$ cat config.mk
export PLATFORM = sky130hd
export DESIGN_NAME = fetch_buf
export DESIGN_NICKNAME = d
export VERILOG_FILES = /design/src/rtl/fetch_buf.sv
export SDC_FILE = /design/constraint.sdc
export NUM_CORES = 1
export LEC_CHECK = 0
export CAP_MARGIN = 15
export CORE_MARGIN = 2
export CORE_UTILIZATION = 35
export DETAILED_ROUTE_END_ITERATION = 12
export PLACE_DENSITY = 0.58
export SLEW_MARGIN = 20
export SYNTH_ARGS = -nofsm -noshare
export SYNTH_HDL_FRONTEND = slang
export SYNTH_SLANG_ARGS = --single-unit
$ cat constraint.sdc
create_clock -name clk -period 5.7 [get_ports clk]
set_clock_uncertainty 0.2 [all_clocks]
set_input_delay 1.14 -clock clk [delete_from_list [all_inputs] [get_ports clk]]
set_output_delay 1.14 -clock clk [all_outputs]
set_load 0.02 [all_outputs]
$ cat src/rtl/fetch_buf.sv
// fetch_buf: pipelined instruction-fetch front end feeding an in-order instruction queue.
// Latency: accepted request -> memory response (>=1 cycle) -> out_valid the following cycle.
// Backpressure: requests issue only while outstanding + queued < DEPTH, so a stalled out_ready throttles fetch without loss.
// Ports:
//   clk, rst                    clock, synchronous active-high reset
//   redirect_valid/redirect_pc  flush queue, drop in-flight responses, restart fetch at redirect_pc
//   req_valid/req_addr/req_ready  fetch request to the MMU (req_addr = fetch_pc)
//   resp_valid/resp_data/resp_fault  in-order response: aligned 8-byte word plus fault flag
//   out_valid/out_inst/out_pc/out_fault/out_ready  queue head towards decode
//   fetch_pc                    next PC to request
module fetch_buf #(
  parameter logic [63:0] PC_INIT = 64'h8000_0000,
  parameter int          DEPTH   = 4,
  parameter int          MAX_OUT = 2
) (
  input  logic        clk,
  input  logic        rst,
  input  logic        redirect_valid,
  input  logic [63:0] redirect_pc,
  output logic        req_valid,
  output logic [63:0] req_addr,
  input  logic        req_ready,
  input  logic        resp_valid,
  input  logic [63:0] resp_data,
  input  logic        resp_fault,
  output logic        out_valid,
  output logic [31:0] out_inst,
  output logic [63:0] out_pc,
  output logic        out_fault,
  input  logic        out_ready,
  output logic [63:0] fetch_pc
);

  localparam int AW = $clog2(DEPTH);
  localparam int CW = AW + 1;
  localparam int OW = $clog2(MAX_OUT + 1);
  localparam int TW = (MAX_OUT > 1) ? $clog2(MAX_OUT) : 1;

  typedef struct packed {
    logic [31:0] inst;
    logic [63:0] pc;
    logic        fault;
  } qent_t;

  logic [63:0]   fetch_pc_q, fetch_pc_d;
  qent_t         queue_q [DEPTH];
  qent_t         queue_d [DEPTH];
  logic [AW-1:0] head_q, head_d, tail_q, tail_d;
  logic [CW-1:0] count_q, count_d;
  logic [63:0]   tag_q [MAX_OUT];
  logic [63:0]   tag_d [MAX_OUT];
  logic [TW-1:0] tag_rd_q, tag_rd_d, tag_wr_q, tag_wr_d;
  logic [OW-1:0] out_cnt_q, out_cnt_d, drop_q, drop_d;
  logic          halted_q, halted_d;

  logic          accept, keep, pop;
  logic [63:0]   resp_pc;
  logic [CW:0]   credit_used;
  logic [1:0]    unused_redirect_lsb;

  // Tag FIFO depth need not be a power of two, so wrap explicitly.
  function automatic logic [TW-1:0] tag_inc(input logic [TW-1:0] p);
    return (p == TW'(MAX_OUT - 1)) ? '0 : p + TW'(1);
  endfunction

  assign unused_redirect_lsb = redirect_pc[1:0];

  // Outstanding requests (including ones destined to be dropped) reserve a
  // queue slot, so every response is guaranteed room.
  assign credit_used = (CW+1)'(count_q) + (CW+1)'(out_cnt_q);
  assign req_valid   = !rst && !redirect_valid && !halted_q &&
                       (out_cnt_q < OW'(MAX_OUT)) && (credit_used < (CW+1)'(DEPTH));
  assign req_addr    = fetch_pc_q;
  assign fetch_pc    = fetch_pc_q;

  assign out_valid = (count_q != '0);
  assign out_inst  = out_valid ? queue_q[head_q].inst  : '0;
  assign out_pc    = out_valid ? queue_q[head_q].pc    : '0;
  assign out_fault = out_valid ? queue_q[head_q].fault : 1'b0;

  assign accept  = req_valid && req_ready;
  assign resp_pc = tag_q[tag_rd_q];
  assign keep    = resp_valid && (drop_q == '0) && !redirect_valid;
  assign pop     = out_valid && out_ready && !redirect_valid;

  always_comb begin
    fetch_pc_d = fetch_pc_q;
    queue_d    = queue_q;
    head_d     = head_q;
    tail_d     = tail_q;
    count_d    = count_q;
    tag_d      = tag_q;
    tag_rd_d   = tag_rd_q;
    tag_wr_d   = tag_wr_q;
    out_cnt_d  = out_cnt_q + OW'(accept) - OW'(resp_valid);
    drop_d     = drop_q;
    halted_d   = halted_q;

    if (accept) begin
      tag_d[tag_wr_q] = fetch_pc_q;
      tag_wr_d        = tag_inc(tag_wr_q);
      fetch_pc_d      = fetch_pc_q + 64'd4;
    end
    // Every response retires the oldest tag, kept or dropped.
    if (resp_valid) begin
      tag_rd_d = tag_inc(tag_rd_q);
    end

    if (redirect_valid) begin
      fetch_pc_d = {redirect_pc[63:2], 2'b00};
      head_d     = '0;
      tail_d     = '0;
      count_d    = '0;
      halted_d   = 1'b0;
      // No accept can happen this cycle, so this is everything still in flight.
      drop_d     = out_cnt_d;
    end else begin
      if (resp_valid && (drop_q != '0)) begin
        drop_d = drop_q - OW'(1);
      end
      if (keep) begin
        queue_d[tail_q] = '{inst:  resp_pc[2] ? resp_data[63:32] : resp_data[31:0],
                            pc:    resp_pc,
                            fault: resp_fault};
        tail_d = tail_q + AW'(1);
        if (resp_fault) begin
          halted_d = 1'b1;
        end
      end
      if (pop) begin
        head_d = head_q + AW'(1);
      end
      count_d = count_q + CW'(keep) - CW'(pop);
    end
  end

  // Storage arrays carry no reset; validity comes from count_q / out_cnt_q.
  always_ff @(posedge clk) begin
    queue_q <= queue_d;
    tag_q   <= tag_d;
  end

  always_ff @(posedge clk) begin
    if (rst) begin
      fetch_pc_q <= PC_INIT;
      head_q     <= '0;
      tail_q     <= '0;
      count_q    <= '0;
      tag_rd_q   <= '0;
      tag_wr_q   <= '0;
      out_cnt_q  <= '0;
      drop_q     <= '0;
      halted_q   <= 1'b0;
    end else begin
      fetch_pc_q <= fetch_pc_d;
      head_q     <= head_d;
      tail_q     <= tail_d;
      count_q    <= count_d;
      tag_rd_q   <= tag_rd_d;
      tag_wr_q   <= tag_wr_d;
      out_cnt_q  <= out_cnt_d;
      drop_q     <= drop_d;
      halted_q   <= halted_d;
    end
  end

  // Memory may only answer requests it has accepted.
  assert property (@(posedge clk) disable iff (rst) resp_valid |-> (out_cnt_q != '0));

endmodule

* Word-level counts from Yosys, hierarchy flattened
Index checks and enable logic that the tools add are counted.
Storage, ports and cells: memory bits (writable) 0, flip-flop bits (word level) 594, bits in latches 0, bits of input ports 135, ROM bits 0, memories kept 0
Cells by class: equal/unequal tests 0, divide/modulo/power cells 0, bitwise logic cells 5, $add $sub $neg 11, reduce and logical (&&, ||, !) cells 23, mux-type cells 22, $lt $le $gt $ge 8, shifts and indexed selects 0, multipliers 0
Operator list (number):
- $mux 64 | 7
- $bwmux 388 | 1
- $mux 97 | 3
- $bmux 97 s2 | 1
- $demux 97 s2 | 1
- $bwmux 128 | 1
- $add 64x3->64 const B | 1
- $demux 64 s1 | 1
- $mux 32 | 2
- $logic_and 1x1->1 | 12
- $ge 3x3->1 const B | 2
- $not 2->3 | 2
- $reduce_bool 2->1 | 3
- $add 2x1->2 const B | 2
- $add 3x2->4 | 1
- $ge 2x2->1 const B | 2
- $lt 4x3->1 const B | 1
- $mux 2 | 2
- $not 1->2 | 2
- $reduce_and 2->1 | 2
- $add 3x1->3 | 1
- $logic_not 1->1 | 3
- $lt 3x1->1 const B | 1
- $mux 1 | 3
- 11 further kinds | 12

* Depth between registers and ports, before layout
Gate-level depths: netlist of the first run.
depth after elaboration 9, gate-level depth with buffers 15

* Worst setup path after synthesis of the first run
Ideal clock, no wire load.
path kind input -> register, start point in redirect_valid, end point reg tag_q[100] (netlist name) (enable), library setup time 0.482 ns, arrival time 5.074 ns, setup slack -0.056 ns, stages on the path 9, cells stage by stage clkbuf_1 > nor2_1 > and4_1 > buf_2 > inv_2 > clkbuf_1 > clkbuf_1 > buf_1 > nor2_1
On the way: cells in the longest elaborated chain, start to end 6
Ends and longest elaborated chain:
- from (decl) | line 18 | input logic redirect_valid,
- $logic_not 1->1 | line 71 | assign req_valid = !rst && !redirect_valid && !halted_q &&
- $logic_and 1x1->1 (3 in a row) | line 71
- $logic_and 1x1->1 | line 72 | (out_cnt_q < OW'(MAX_OUT)) && (credit_used < (CW+1)'(DEPTH));
- $logic_and 1x1->1 | line 81 | assign accept = req_valid && req_ready;
- to (signal assigned) | line 140 | tag_q <= tag_d;
- to (decl) | line 50 | logic [63:0] tag_q [MAX_OUT];
No other way between the ends. A chain may end at the register's enable or synchronous reset.

* Final worst setup path of the first run
start point reg head_q[1], end point out out_pc[35]
On the way: cells in the longest elaborated chain, start to end 5
Ends and longest elaborated chain:
- from (decl) | line 48 | logic [AW-1:0] head_q, head_d, tail_q, tail_d;
- from (signal assigned) | line 146 | head_q <= '0;
- from (signal assigned) | line 156 | head_q <= head_d;
- $not 2->3 (implied by the code) | line 78 | assign out_pc = out_valid ? queue_q[head_q].pc : '0;
- $bmux 97 s2 | line 78
- $mux 97 (2 in a row)
- $mux 64 | line 78
- to (decl) | line 28 | output logic [63:0] out_pc,
No other way between the ends. The select of a mux whose other input is x is not followed.

==> impl_metrics.yaml, run 1 <==
run_status:
  status: "complete, no violations"
sta:
  slew_headroom_pct: 27.1
  setup_viol: 0
  fin_crit_sh_pct: 78.6
  finalHoldViolCount: 0
  tns_ps: 0
  setup_slack_ps: 1220
  max_freq_mhz: 223
  worstMarginPinSlew_ps: 1090
  rsz0062_at_grt: "false"
  layout_min_cycle_time_ps: 4480
  slew_violations: 0
power_and_ir_drop:
  powerDensity_nw_per_um2: 325
  p_comb_share_pct: 9.6
  sw_frac_of_total_pct: 23.2
  intPower_mw: 7.58
  vdd_drop_max_mv: 0.224
  power.share.clock_pct: 40.8
  power.leakage_nw: 9.71
  switchingPower_mw: 2.30
  power_frac_seq_pct: 49.6
worst_setup_path:
  cp.required_ps: 4360
  cp_num_buf_inv: 2
  worstPathArrival_ps: 3140
  path_delay_family: "buffers and inverters"
  crit_type: "reg -> out"
  crit_chain: "buf_4, mux4_2, and2_1, clkdlybuf4s50_1"
  slowest_delay_ps: 960
  crit_path_start_kind: "register"
  endpoint_kind: "output pin"
  worstPathMaxFanout: 46
  crit_path_top_delay_cell: "dfxtp_4"
placement:
  hpwl_mm: 39.4
  dp_slack_ps: 1590
  place_congestion: 0.820
  placed_area_um2: 28300
  placed_cells: 2609
  port-buffer-count: 353
clock_network:
  cts.clk_slew.worst_paths_ps: 60
  ctsResizeCount: 0
  h-tree-depth: 2
  clock_sinks: 580
  holdBufCountCts: 0
  postCtsSetupBuffers: 0
  cts_tree: "yes"
  clk_root_buffer_cell: "clkbuf_16"
  clockBufferDepth: 3
  cts_buffers: 61
  clock_latency_ps: 630
logic_synthesis:
  async_reset_ff_share_pct: 0
  seq_area_frac_synth_pct: 69.0
  synth_area_leaders: "edfxtp_1 63%, mux4_2 8.9%, dfxtp_1 6.3%, mux2_2 4.5%, and2_1 2.9%"
  yosys_warnings: 0
  syn_inst: 1481
  synth_ff_type: "edfxtp_1"
  synth.avg_cell_area_um2: 16.3
  synth.distinct_cells: 61
  synth-seq-cells: 580
  synth_edf_count: 504
  yosys.area.top_type: "edfxtp_1"
  syn_area_um2: 24100
  synth_top_area_share_pct: 62.7
die:
  core_area_um2: 68500
  std_cell_rows: 96
  start_util_pct: 35.2
  ios: 362
  die_area_um2: 71000
  die_x_um: 267
  die_h_um: 267
final_layout:
  fin_nets: 1938
  drive_gt1_share_pct: 18.9
  layout_common_cells: "504 x edfxtp_1, 351 x clkdlybuf4s50_1, 106 x and2_1"
  fin_util_pct: 44.4
  layout_commonest_cell: "edfxtp_1"
  instances_no_fill: 2730
  fin_area_um2: 30400
  areaGrowthSynthToFinish_pct: 26.0
global_routing:
  grt_max_degree: 98
  use_met3_pct: 3.44
  grt_pass1_wl_mm: 92.3
  antenna_found_initial: 4
  grt_pass1_vias: 14184
  grt.busiest_layer: "met2"
  grt-ovfl-total: 0
  grt_use_total_pct: 17.6
  grtUsageMet1_pct: 23.3
  met2_usage_pct: 29.9
detailed_routing:
  firstDrtPassIters: 5
  vias: 14010
  first_iter_violations: 935
  ant_nets: 0
  routedWlPerCell_um: 23.4
  wirelength_mm: 63.8
  avgViaCountPerCell: 5.13
  drc: 0
worst_hold_path:
  hold_class: "reg -> reg"
flow_run:
  maxCapViolCount: 0
## logic make-up (layout without fill, tap and decap cells)
group / Yosys count / count (layout) / synth area share [%]
xor+xnor: 38 / 38 / 1.38
compound gates: 126 / 126 / 3.20
mux: 199 / 199 / 13.7
fa+ha+maj: 12 / 12 / 0.653
buf+inv: 160 / 518 / 3.60
other cells: 1 / 10 / 0.0155
simple gates: 365 / 365 / 8.41
flops: 580 / 580 / 69.0
## state kept, by name, indices dropped and copies added (netlist names)
name       cells
queue_q      380
tag_q        124
fetch_pc      62
count_q        3
drop_q         2
head_q         2
out_cnt_q      2
tail_q         2
halted_q       1
tag_rd_q       1
tag_wr_q       1
## layer usage
layer	vias up	share of wire, %
li1	6298	-
met1	7166	43
met2	448	49
met3	96	5.9
met4	2	2.1
met5	-	0.025
## synth_stat cells (all sizes together), types with 10 or more instances
| cell | count |
|---|---|
| clkbuf | 57 |
| o22ai | 10 |
| nand4 | 23 |
| dfxtp | 76 |
| edfxtp | 504 |
| nor4 | 14 |
| inv | 19 |
| and2 | 111 |
| nor2 | 54 |
| a22oi | 11 |
| xor2 | 15 |
| buf | 84 |
| nand2 | 76 |
| mux2 | 99 |
| o21ai | 28 |
| nand3 | 30 |
| a31oi | 22 |
| ha | 11 |
| a21oi | 33 |
| mux4 | 95 |
| xnor2 | 23 |
| and3 | 11 |
| nor3 | 19 |
## worst min-delay path, stage by stage (launching register included)
cell,delay [ps]
dfxtp_1,340
nand2_1,60
a21oi_1,60
## per-stage QoR
step           hold WS, ps  power, mW
6_report               303       9.87
2_1_floorplan          257       5.48
3_3_place_gp           279       5.92
4_1_cts                305       9.98
3_5_place_dp           297       5.94
5_1_grt                334       10.2
## final timing paths
check | cells after the start | slack [ps] | end | from
max | 4 | 1220 | out_pc[35] | head_q[1]
min | 2 | 300 | tail_q[1] | tail_q[1]
max reg2reg | 6 | 1990 | fetch_pc[63] | fetch_pc[2]
min reg2reg | 2 | 300 | tail_q[1] | tail_q[1]
## power groups by stage
stage | registers (mW) | clock network (mW) | logic, mW
6_report | 4.90 | 4.03 | 0.947
5_1_grt | 4.91 | 4.27 | 1.01
4_1_cts | 4.90 | 4.12 | 0.958
3_5_place_dp | 4.99 | 0 | 0.953
3_3_place_gp | 4.98 | 0 | 0.943
2_1_floorplan | 4.98 | 0 | 0.503
## cell type report
cell class	count	area [µm²]
sequential	580	16700
timing repair buffer	383	3840
inverter	19	71.3
tap	882	1100
multi-input combinational	746	6660
fill	6019	38100
clock inverter	43	438
antenna	4	10.0
clock buffer	73	1620
(Power assumes the default switching activity.)
==> inputs of run 2 (changes only) <==
--- a/config.mk
+++ b/config.mk
@@ -9,7 +9,7 @@
 export CORE_MARGIN = 2
 export CORE_UTILIZATION = 35
 export DETAILED_ROUTE_END_ITERATION = 12
-export PLACE_DENSITY = 0.58
+export PLACE_DENSITY = 0.56
 export SLEW_MARGIN = 20
 export SYNTH_ARGS = -nofsm -noshare
 export SYNTH_HDL_FRONTEND = slang
==> constraint.sdc (replaced) <==
create_clock -name clk -period 4.3 [get_ports clk]
set_clock_uncertainty 0.2 [all_clocks]
set_input_delay 0.86 -clock clk [delete_from_list [all_inputs] [get_ports clk]]
set_output_delay 0.86 -clock clk [all_outputs]
set_load 0.02 [all_outputs]
==> impl_metrics.yaml, run 2 (synthesis gave the netlist of run 1 again) <==
run_status:
  status: "complete, no violations"
die:
  ios: 362
  die_x_um: 267
  core_area_um2: 68500
  std_cell_rows: 96
  die_h_um: 267
  start_util_pct: 35.2
  die_area_um2: 71000
power_and_ir_drop:
  vdd_drop_max_mv: 0.329
  intPower_mw: 9.84
  powerDensity_nw_per_um2: 419
  sw_frac_of_total_pct: 23.1
  switchingPower_mw: 2.95
  power_frac_seq_pct: 50.7
  power.share.clock_pct: 39.3
  power.leakage_nw: 9.76
  p_comb_share_pct: 10.0
clock_network:
  clock_latency_ps: 630
  h-tree-depth: 2
  ctsResizeCount: 0
  cts_tree: "yes"
  clock_sinks: 580
  cts_buffers: 61
  cts.clk_slew.worst_paths_ps: 60
  holdBufCountCts: 0
  postCtsSetupBuffers: 0
  clk_root_buffer_cell: "clkbuf_16"
  clockBufferDepth: 3
final_layout:
  drive_gt1_share_pct: 19.1
  diodes: 0
  fin_nets: 1951
  layout_common_cells: "504 x edfxtp_1, 351 x clkdlybuf4s50_1, 106 x and2_1"
  largest-register: "queue_q"
  layout_commonest_cell: "edfxtp_1"
  largest_reg_flops: 380
  fin_util_pct: 44.6
  instances_no_fill: 2735
  areaGrowthSynthToFinish_pct: 26.5
sta:
  layout_min_cycle_time_ps: 4060
  slew_headroom_pct: 25.7
  slew_violations: 0
  rsz0062_at_grt: "false"
  finalHoldViolCount: 0
  max_freq_mhz: 246
  fin_crit_sh_pct: 94.4
  worstMarginPinSlew_ps: 1110
  tns_ps: 0
  setup_slack_ps: 241
  setup_viol: 0
global_routing:
  grtUsageMet1_pct: 23.1
  grt.busiest_layer: "met2"
  grt_max_degree: 63
  grt_pass1_wl_mm: 92.2
  grt-ovfl-total: 0
  antenna_found_initial: 1
  met2_usage_pct: 30.0
  grt_use_total_pct: 17.7
  grt_pass1_vias: 14163
  use_met3_pct: 3.64
placement:
  dp_slack_ps: 752
  hpwl_mm: 40.9
  place_congestion: 0.785
  placed_cells: 2623
  port-buffer-count: 353
worst_setup_path:
  worstPathArrival_ps: 3000
  crit_path_start_kind: "register"
  endpoint_kind: "output pin"
  cp.required_ps: 3240
  worstPathMaxFanout: 23
  crit_type: "reg -> out"
detailed_routing:
  avgViaCountPerCell: 5.13
  vias: 14044
  firstDrtPassIters: 5
  first_iter_violations: 961
  ant_nets: 0
  drc: 0
  routedWlPerCell_um: 23.4
  wirelength_mm: 64.0
worst_hold_path:
  hold_class: "reg -> reg"
flow_run:
  maxCapViolCount: 0
## run 2: changes by cell type in the layout (fill, tap and decap cells not counted), moves of 2 or more
cell and delta:
buf_16 -2, clkinvlp_4 -4, buf_12 +16, clkinv_4 -3, diode_2 -4, clkbuf_1 +6
bufinv_16 -4
## run 2: metrics by stage
stage               instance area, µm²  hold WS, ps  power (mW)
floorplan                        24200          257        7.27
global placement                 28600          279        7.87
detailed placement               28600          295        7.90
CTS                              30500          304        13.0
global route                     30500          331        13.3
finish                           30500          298        12.8
## run 2: path summary, 6_finish.rpt
check                           slack, ps         from      endpoint  cells past startpoint
worst max-delay path                  240    head_q[0]    out_pc[54]                      4
worst min register to register        300    tail_q[1]     tail_q[1]                      2
worst min-delay path                  300    tail_q[1]     tail_q[1]                      2
worst max register to register        860  fetch_pc[2]  fetch_pc[54]                      7
## run 2: layout make-up
type                            instances  area (µm²)
Inverter                               19        71.3
Multi-Input combinational cell        746        6660
Clock inverter                         32         250
Clock buffer                           80        1670
Fill cell                            6062       37900
Timing Repair Buffer                  396        4100
Tap cell                              882        1100
Sequential cell                       580       16700
## run 2: critical path: stages (launching register included)
cell and delay (ps):
dfxtp_4 760, buf_4 350, mux4_2 550, and2_1 180
clkdlybuf4s50_1 540
## run 2: power by group through the flow
| stage | Sequential (mW) | Combinational, mW | Clock (mW) |
|---|---|---|---|
| floorplan | 6.60 | 0.668 | 0 |
| global placement | 6.59 | 1.28 | 0 |
| detailed placement | 6.60 | 1.30 | 0 |
| CTS | 6.49 | 1.30 | 5.18 |
| global route | 6.50 | 1.37 | 5.38 |
| finish | 6.48 | 1.28 | 5.03 |
## run 2: layer usage
| layer | routed length [µm] | vias to the layer above |
|---|---|---|
| met5 | 0 | - |
| met3 | 3940 | 89 |
| met4 | 1310 | 0 |
| met1 | 27400 | 7188 |
| li1 | - | 6308 |
| met2 | 31400 | 459 |
